[src/rtl/fifo_rd_ctrl.sv]
// fifo_rd_ctrl: read-domain half of an asynchronous FIFO.
// Synchronizes the write-side gray pointer, owns the read pointer and empty
// flag, drives a synchronous-read memory port and feeds a 2-entry
// valid/ready output buffer that sustains one word per cycle.
// Optional: define FIFO_RD_LEVEL_EN to add the registered rd_level output.
module fifo_rd_ctrl #(
  parameter int P_SIZE      = 4,
  parameter int D_WIDTH     = 8,
  parameter int SYNC_STAGES = 2
) (
  input  logic               r_clk,
  input  logic               r_rst,
  input  logic [P_SIZE-1:0]  gray_w_ptr,
  output logic               r_en,
  output logic [P_SIZE-2:0]  r_addr,
  input  logic [D_WIDTH-1:0] r_data,
  output logic [P_SIZE-1:0]  gray_r_ptr,
  output logic               empty,
  output logic [D_WIDTH-1:0] dout,
  output logic               dout_valid,
  input  logic               dout_ready
`ifdef FIFO_RD_LEVEL_EN
  ,
  output logic [P_SIZE-1:0]  rd_level
`endif
);

  // Synchronizer chain; element SYNC_STAGES-1 is the oldest (output) stage.
  logic [SYNC_STAGES-1:0][P_SIZE-1:0] sync_reg;
  logic [P_SIZE-1:0]                  sync_w_ptr;

  logic [P_SIZE-1:0]       rd_ptr_reg;
  logic [P_SIZE-1:0]       gray_r_ptr_reg;
  logic [P_SIZE-1:0]       comb_gray;
  logic                    inflight_reg;
  logic [1:0][D_WIDTH-1:0] data_reg;
  logic                    head_reg;
  logic                    tail_reg;
  logic [1:0]              count_reg;
  logic [1:0]              count_next;
  logic                    pop;
  logic [2:0]              occ;

  assign sync_w_ptr = sync_reg[SYNC_STAGES-1];
  assign comb_gray  = rd_ptr_reg ^ (rd_ptr_reg >> 1);
  assign empty      = (comb_gray == sync_w_ptr);
  assign r_addr     = rd_ptr_reg[P_SIZE-2:0];
  assign gray_r_ptr = gray_r_ptr_reg;

  assign dout_valid = (count_reg != 2'd0);
  assign dout       = data_reg[head_reg];
  assign pop        = dout_valid && dout_ready;

  // Words that will occupy the buffer after this edge: buffered plus the one
  // arriving from memory, minus the one leaving. Never underflows because a
  // pop requires a buffered word.
  assign occ  = {1'b0, count_reg} + {2'b00, inflight_reg} - {2'b00, pop};
  assign r_en = !empty && (occ < 3'd2);

  // Buffer occupancy update; capture and pop may coincide.
  always_comb begin
    count_next = count_reg + {1'b0, inflight_reg} - {1'b0, pop};
  end

  // Shift the asynchronous gray write pointer through the synchronizer.
  always_ff @(posedge r_clk or posedge r_rst) begin
    if (r_rst) begin
      sync_reg <= '0;
    end else begin
      sync_reg <= {sync_reg[SYNC_STAGES-2:0], gray_w_ptr};
    end
  end

  // Read pointer advance and registered gray copy for the write domain.
  always_ff @(posedge r_clk or posedge r_rst) begin
    if (r_rst) begin
      rd_ptr_reg     <= '0;
      gray_r_ptr_reg <= '0;
      inflight_reg   <= 1'b0;
    end else begin
      gray_r_ptr_reg <= comb_gray;
      inflight_reg   <= r_en;
      if (r_en) begin
        rd_ptr_reg <= rd_ptr_reg + P_SIZE'(1);
      end
    end
  end

  // Two-entry output buffer: memory data lands at the tail, consumer pops the head.
  always_ff @(posedge r_clk or posedge r_rst) begin
    if (r_rst) begin
      data_reg  <= '0;
      head_reg  <= 1'b0;
      tail_reg  <= 1'b0;
      count_reg <= 2'd0;
    end else begin
      if (inflight_reg) begin
        data_reg[tail_reg] <= r_data;
        tail_reg           <= ~tail_reg;
      end
      if (pop) begin
        head_reg <= ~head_reg;
      end
      count_reg <= count_next;
    end
  end

`ifdef FIFO_RD_LEVEL_EN
  // Gray-to-binary of the synchronized write pointer: bit i is the XOR of
  // all gray bits at or above i.
  logic [P_SIZE-1:0] sync_bin;
  logic [P_SIZE-1:0] rd_level_reg;

  for (genvar gi = 0; gi < P_SIZE; gi++) begin : g_gray2bin
    assign sync_bin[gi] = ^sync_w_ptr[P_SIZE-1:gi];
  end

  assign rd_level = rd_level_reg;

  // Words still in memory as seen from the read side (buffer excluded).
  always_ff @(posedge r_clk or posedge r_rst) begin
    if (r_rst) begin
      rd_level_reg <= '0;
    end else begin
      rd_level_reg <= sync_bin - rd_ptr_reg;
    end
  end
`endif

endmodule
[config.mk]
export PLATFORM = sky130hd
export DESIGN_NAME = fifo_rd_ctrl
export DESIGN_NICKNAME = d
export VERILOG_FILES = /design/src/rtl/fifo_rd_ctrl.sv
export SDC_FILE = /design/constraint.sdc
export NUM_CORES = 1
export LEC_CHECK = 0
export CAP_MARGIN = 5
export CORE_UTILIZATION = 49
export CTS_CLUSTER_DIAMETER = 30
export CTS_CLUSTER_SIZE = 10
export DETAILED_ROUTE_END_ITERATION = 16
export GPL_TIMING_DRIVEN = 1
export PLACE_DENSITY = 0.78
export SYNTH_ARGS = -nofsm -noshare
export SYNTH_HDL_FRONTEND = slang
export SYNTH_SLANG_ARGS = --single-unit
[constraint.sdc]
create_clock -name r_clk -period 3 [get_ports r_clk]
set_clock_uncertainty 0.2 [all_clocks]
set_input_delay 0.3 -clock r_clk [delete_from_list [all_inputs] [get_ports r_clk]]
set_output_delay 0.3 -clock r_clk [all_outputs]
set_load 0.05 [all_outputs]
==> metrics.csv, run 1 <==
metric,value,unit
run status,finished with violations,
failing checks,"design-rule violations, negative setup slack",
Post-Synthesis Cells,97,
number of antenna violations at the first check in global routing,0,
Final Hold Viols,0,
fmax,331,MHz
Worst Path Buf+Inv,4,
max-slew violations,0,
GR Overflow Total,0,
Port Buffers,32,
clock root buffer,clkbuf_4,
Starting DRT DRC Count,5,
fraction of registers with async set/reset,1.00,
"top cells by area, synth","dfrtp_1 (62%), mux2_2 (18%), xor2_1 (5.2%)",
CTS tree,yes,
cells along the critical path,inv_2 -> nand2_2 -> and2_4 -> ha_4 -> inv_2 -> ha_4 -> fa_2 -> xor2_2 -> nand2b_4 -> or2_4 -> clkinvlp_4 -> buf_12,
FF-to-FF End,rd_ptr_reg[1],
Final ANT Viol Nets,0,
routed vias,872,
Avg Vias per Cell,4.95,
Post-synth top cells,"dfrtp_1 (37), mux2_2 (24), xor2_1 (9)",
"Core Util, Final",0.739,
"Largest delay share family, worst path",adder cells,
unrepaired setup endpoints after global routing,true,
min-delay src,sync_reg[1],
Die X,57.4,µm
Avg Synthesized Cell Area,15.5,µm²
CP arrival,2.52,ns
"Slowest-stage cell, CP",dfrtp_1,
DRT Pass-1 Iters,9,
routability cong.,0.715,
hold path depth,0,
Critical Path RT,2.50,ns
total CTS buffers,5,
vias in the first global route,952,
IO Pins,33,
worst reg2reg path depth,13,
area grow syn2layout,39.3,%
Final HPWL DP,1.74,mm
Synth top area share,0.617,
Syn Std Cell Area,1500,µm²
fin crit period,3.02,ns
core area,2830,µm²
cts hold-fix bufs,0,
total track usage,0.180,
Post-synth EDFFs,0,
first-pass GRT wire length,4.35,mm
Worst Hold Class,register to register,
Crit. End Element,primary output,
Yosys cell types,18,
final wirelength,2.62,mm
yosys warns,0,
Worst-Skew Late Latency,0.33,ns
clock sink count,37,
cell accounting for the most synthesized area,dfrtp_1,
drc violations,2,
R2R Setup Slk,0.18,ns
CP max FO,2,
placed instance area,1880,µm²
die area,3290,µm²
slew margin rel.,0.442,
Clock H-tree levels,2,
fin cells,176,
r2r startpoint,count_reg[1],
chip height,57.4,µm
hold path endpoint,sync_w_ptr[1],
Initial Util,0.531,
WL/cell,14.9,µm
critical path type,register to primary output,
Final Instance Area,2090,µm²
Layout Nets,164,
Final Setup Violations,1,
MaxCap Viol Count,0,
ant diodes,0,
Max stage delay on crit path,0.42,ns
top_reg_cell synth,dfrtp_1,
final worst path period share,1.01,
Syn Nets,117,
Final WS setup,-0.0246,ns
max reg flops,16,
"Seq/Total Area, Yosys",0.617,
most numerous cell in the Yosys netlist,dfrtp_1,
row count,19,
Placed Cells,159,
Synth Register Bits,37,
layout cells sized above 1,0.414,
Clock Tree Buf Depth,2,
CP startpoint kind,register,
largest net degree at the start of global routing,24,
Least-Margin Pin Slew,0.835,ns
clock-pin slew on the worst setup and hold paths,0.11,ns
cell usage in the layout (no fill, tap or decap), types with 2 or more instances in the layout:
cell,Yosys,final
ha_4,0,2
bufinv_16,0,2
ha_1,4,2
clkdlybuf4s50_1,0,30
clkbuf_4,0,5
nand2_1,3,2
buf_4,0,12
inv_2,0,3
inv_1,6,2
dfrtp_1,37,37
xor2_1,9,8
mux2_2,24,24
worst reg2reg max path, cell delays in order (launching register included):
cell	delay, ns
dfrtp_1	0.42
inv_2	0.08
nand2_2	0.05
and2_4	0.14
ha_4	0.25
inv_2	0.03
ha_4	0.15
fa_2	0.35
xor2_2	0.18
nand2b_4	0.07
or2_4	0.24
buf_4	0.13
buf_4	0.13
mux2_4	0.28
metal layers:
metal | wire (µm) | part of all wire | GRT usage
met2 | 1350 | 0.51 | 0.287
met3 | 93 | 0.036 | 0.0658
met1 | 1160 | 0.44 | 0.227
met4 | 18 | 0.0069 | 0.0627
met5 | 0 | 0 | 0
final cells by class:
| type | count | area [µm²] |
|---|---|---|
| fill | 172 | 737 |
| clock inverter | 3 | 65.1 |
| inverter | 6 | 26.3 |
| tap | 31 | 38.8 |
| clock buffer | 5 | 37.5 |
| sequential | 37 | 926 |
| timing repair buffer | 43 | 410 |
| multi-input combinational | 51 | 588 |
cell families (layout without fill, tap and decap cells):
| logic type | count (synthesis) | count (layout) | share of synthesized area |
|---|---|---|---|
| flops | 37 | 37 | 0.617 |
| mux | 25 | 25 | 0.190 |
| xor+xnor | 11 | 11 | 0.0750 |
| simple gates | 10 | 10 | 0.0483 |
| buf+inv | 9 | 57 | 0.0233 |
| fa+ha+maj | 5 | 5 | 0.0467 |
worst max-delay path by stage:
stage / start / endpoint / cells after the start
floorplan: rd_ptr_reg[0] / r_en / 5
global placement: dout_ready / r_en / 10
detailed placement: dout_ready / r_en / 10
CTS: count_reg[1] / r_en / 12
global route: count_reg[1] / r_en / 12
finish: count_reg[1] / r_en / 12
per-stage QoR:
step | setup TNS, ns | hold slack, ns | worst slack [ns]
after CTS | -0.0977 | 0.163 | -0.0977
after global routing | -0.131 | 0.167 | -0.131
after floorplan | 0 | 0.131 | 0.0389
final | -0.0246 | 0.159 | -0.0246
after global placement | 0 | 0.135 | 0.0452
after detailed placement | 0 | 0.138 | 0.0306
timing repair:
item / in CTS / in global routing
buffers inserted: 6 / 3
resized for setup: 10 / 0
pin swaps: 6 / 3
endpoints found under the hold margin: 0 / 0
setup endpoints to repair: 1 / 1
Power of run 1 is left out: the tool's default activity adds up to more than one toggle a clock period on the data nets, which glitch-free logic cannot reach.
==> run 2: changes to the inputs <==
--- a/config.mk
+++ b/config.mk
@@ -5,7 +5,6 @@
 export SDC_FILE = /design/constraint.sdc
 export NUM_CORES = 1
 export LEC_CHECK = 0
-export CAP_MARGIN = 5
 export CORE_UTILIZATION = 49
 export CTS_CLUSTER_DIAMETER = 30
 export CTS_CLUSTER_SIZE = 10
==> results of run 2 <==
No change in the layout: final DEF, timing and power equal those of run 1.
Power of run 2 is left out for the same reason.
==> run 3: changes to the inputs <==
--- a/config.mk
+++ b/config.mk
@@ -11,6 +11,7 @@
 export DETAILED_ROUTE_END_ITERATION = 16
 export GPL_TIMING_DRIVEN = 1
 export PLACE_DENSITY = 0.78
+export SETUP_SLACK_MARGIN = 0.15
 export SYNTH_ARGS = -nofsm -noshare
 export SYNTH_HDL_FRONTEND = slang
 export SYNTH_SLANG_ARGS = --single-unit
==> run 3 against run 2 <==
Critical path depth unchanged; the run still ends with design-rule violations, negative setup slack left; register-to-register slack got worse by 0.03 ns; via count increased by 0.57%; sequential share of layout area increased by 0.47 points; utilization decreased by 0.58 points; final cell count decreased by 0.57%; final area decreased by 0.78%; critical endpoint unchanged; non-clock buffer count decreased by 1; maximum frequency decreased by 0.64%; count of clock-buffer cells in the layout increased by 2; worst hold slack improved by 0.0041 ns.
==> metrics.csv, run 3 (synthesis results as in run 1) <==
metric,value,unit,change
fin cells,175,,was 176
IO Pins,33,,unchanged
Die X,57.4,µm,unchanged
Final ANT Viol Nets,0,,unchanged
clock root buffer,clkbuf_4,,unchanged
critical path type,register to primary output,,unchanged
row count,19,,unchanged
area grow syn2layout,38.2,%,was 39.3%
final worst path period share,1.01,,about the same
fmax,329,MHz,was 331 MHz
"commonest non-fill, non-tap cell in the layout",dfrtp_1,,unchanged
die area,3290,µm²,unchanged
failing checks,"design-rule violations, negative setup slack",,unchanged
MaxCap Viol Count,0,,unchanged
Final Hold Viols,0,,unchanged
first-pass GRT wire length,4.19,mm,was 4.35 mm
Avg Vias per Cell,5.01,,was 4.95
Layout Nets,163,,was 164
Critical Path RT,2.50,ns,about the same
routed vias,877,,was 872
largest net degree at the start of global routing,23,,was 24
max-slew violations,0,,unchanged
total track usage,0.180,,about the same
pre-CTS WS,-0.0438,ns,was 0.0306 ns
vias in the first global route,938,,was 952
number of antenna violations at the first check in global routing,0,,unchanged
Clock H-tree levels,2,,unchanged
chip height,57.4,µm,unchanged
max reg flops,16,,unchanged
CP max FO,2,,unchanged
routability cong.,0.734,,was 0.715
Initial Util,0.531,,unchanged
CP arrival,2.54,ns,was 2.52 ns
run status,finished with violations,,unchanged
CP startpoint kind,register,,unchanged
ant diodes,0,,unchanged
FF-to-FF End,rd_ptr_reg[1],,unchanged
GR Overflow Total,0,,unchanged
Final HPWL DP,1.82,mm,was 1.74 mm
Worst Hold Class,register to register,,unchanged
fin crit period,3.04,ns,was 3.02 ns
Least-Margin Pin Slew,0.793,ns,was 0.835 ns
Worst-Skew Late Latency,0.33,ns,about the same
total CTS buffers,5,,unchanged
CTS tree,yes,,unchanged
clock-pin slew on the worst setup and hold paths,0.10,ns,was 0.11 ns
Placed Cells,159,,unchanged
Final WS setup,-0.0441,ns,was -0.0246 ns
clock sink count,37,,unchanged
slew margin rel.,0.471,,was 0.442
unrepaired setup endpoints after global routing,true,,unchanged
Hold Slack,0.163,ns,was 0.159 ns
worst reg2reg path depth,13,,unchanged
r2r startpoint,count_reg[1],,unchanged
most frequent cells in the layout,"dfrtp_1 (35), clkdlybuf4s50_1 (30), mux2_2 (24), buf_4 (10), xor2_1 (8)",,"was dfrtp_1 (37), clkdlybuf4s50_1 (30), mux2_2 (24), buf_4 (12), xor2_1 (8)"
drc violations,1,,was 2
core area,2830,µm²,unchanged
Clock Tree Buf Depth,2,,unchanged
Port Buffers,32,,unchanged
Final Setup Violations,1,,unchanged
WL/cell,14.7,µm,was 14.9 µm
final wirelength,2.58,mm,was 2.62 mm
R2R Setup Slk,0.15,ns,was 0.18 ns
DRT Pass-1 Iters,10,,was 9
CP Launch Point,count_reg[1],,unchanged
Setup crit end,r_en,,unchanged
Starting DRT DRC Count,12,,was 5
layout cells sized above 1,0.410,,was 0.414
Crit. End Element,primary output,,unchanged
-- run 3: cell types whose count changed in the layout (fill, tap and decap cells not counted) --
cell,delta
dlygate4sd2_1,+1
bufinv_16,-1
nand2_4,+1
buf_4,-2
clkinv_2,-1
clkbuf_1,+1
dfrtp_2,+2
dfrtp_1,-2
clkbuf_8,+1
nand2_2,-1
-- run 3: cell type report --
class                   instances  area (µm²)
flip-flops and latches         37         928
fillers                       194         753
multi-input cells              51         593
repair buffers                 42         404
clock buffers                   7        55.1
well taps                      31        38.8
clock inverters                 1        30.0
inverters                       6        26.3
-- run 3: worst min path at each step --
| stage | from | to | slack, ns | cells after the start |
|---|---|---|---|---|
| floorplan | sync_reg[0] | sync_w_ptr[0] | 0.13 | 0 |
| global placement | sync_reg[0] | sync_w_ptr[0] | 0.13 | 0 |
| detailed placement | sync_reg[0] | sync_w_ptr[0] | 0.14 | 0 |
| CTS | sync_reg[0] | sync_w_ptr[0] | 0.16 | 0 |
| global route | gray_w_ptr[3] | sync_reg[3] | 0.17 | 1 |
| finish | sync_reg[3] | sync_w_ptr[3] | 0.16 | 0 |
-- run 3: worst max-delay path, cell delays in order (launching register included) --
cell        delay (ns)
dfrtp_1           0.40
inv_2             0.08
nand2_4           0.04
and2_4            0.14
ha_4              0.26
inv_2             0.04
ha_4              0.15
fa_2              0.36
xor2_2            0.20
nand2b_4          0.07
or2_4             0.25
clkinvlp_4        0.10
buf_12            0.13
-- run 3: per-stage QoR --
step	utilization	TNS (ns)	area, µm²
after CTS	0.731	-0.108	2070
after global placement	0.667	0	1890
after floorplan	-	0	1520
after detailed placement	0.667	-0.0438	1890
final	0.734	-0.0441	2080
after global routing	0.734	-0.143	2080
-- run 3: metal layers --
| layer | global-route usage | wire length [µm] |
|---|---|---|
| met3 | 0.0726 | 121 |
| met4 | 0.0732 | 24 |
| met1 | 0.207 | 1020 |
| met2 | 0.301 | 1410 |
| met5 | 0 | 0 |
-- run 3: what timing repair did --
item	4_1_cts	5_1_grt
resized for setup	10	0
pin swaps	5	3
hold buffers	0	0
buffers inserted	7	1
endpoints found under the setup margin	2	2
Power of run 3 is left out for the same reason.
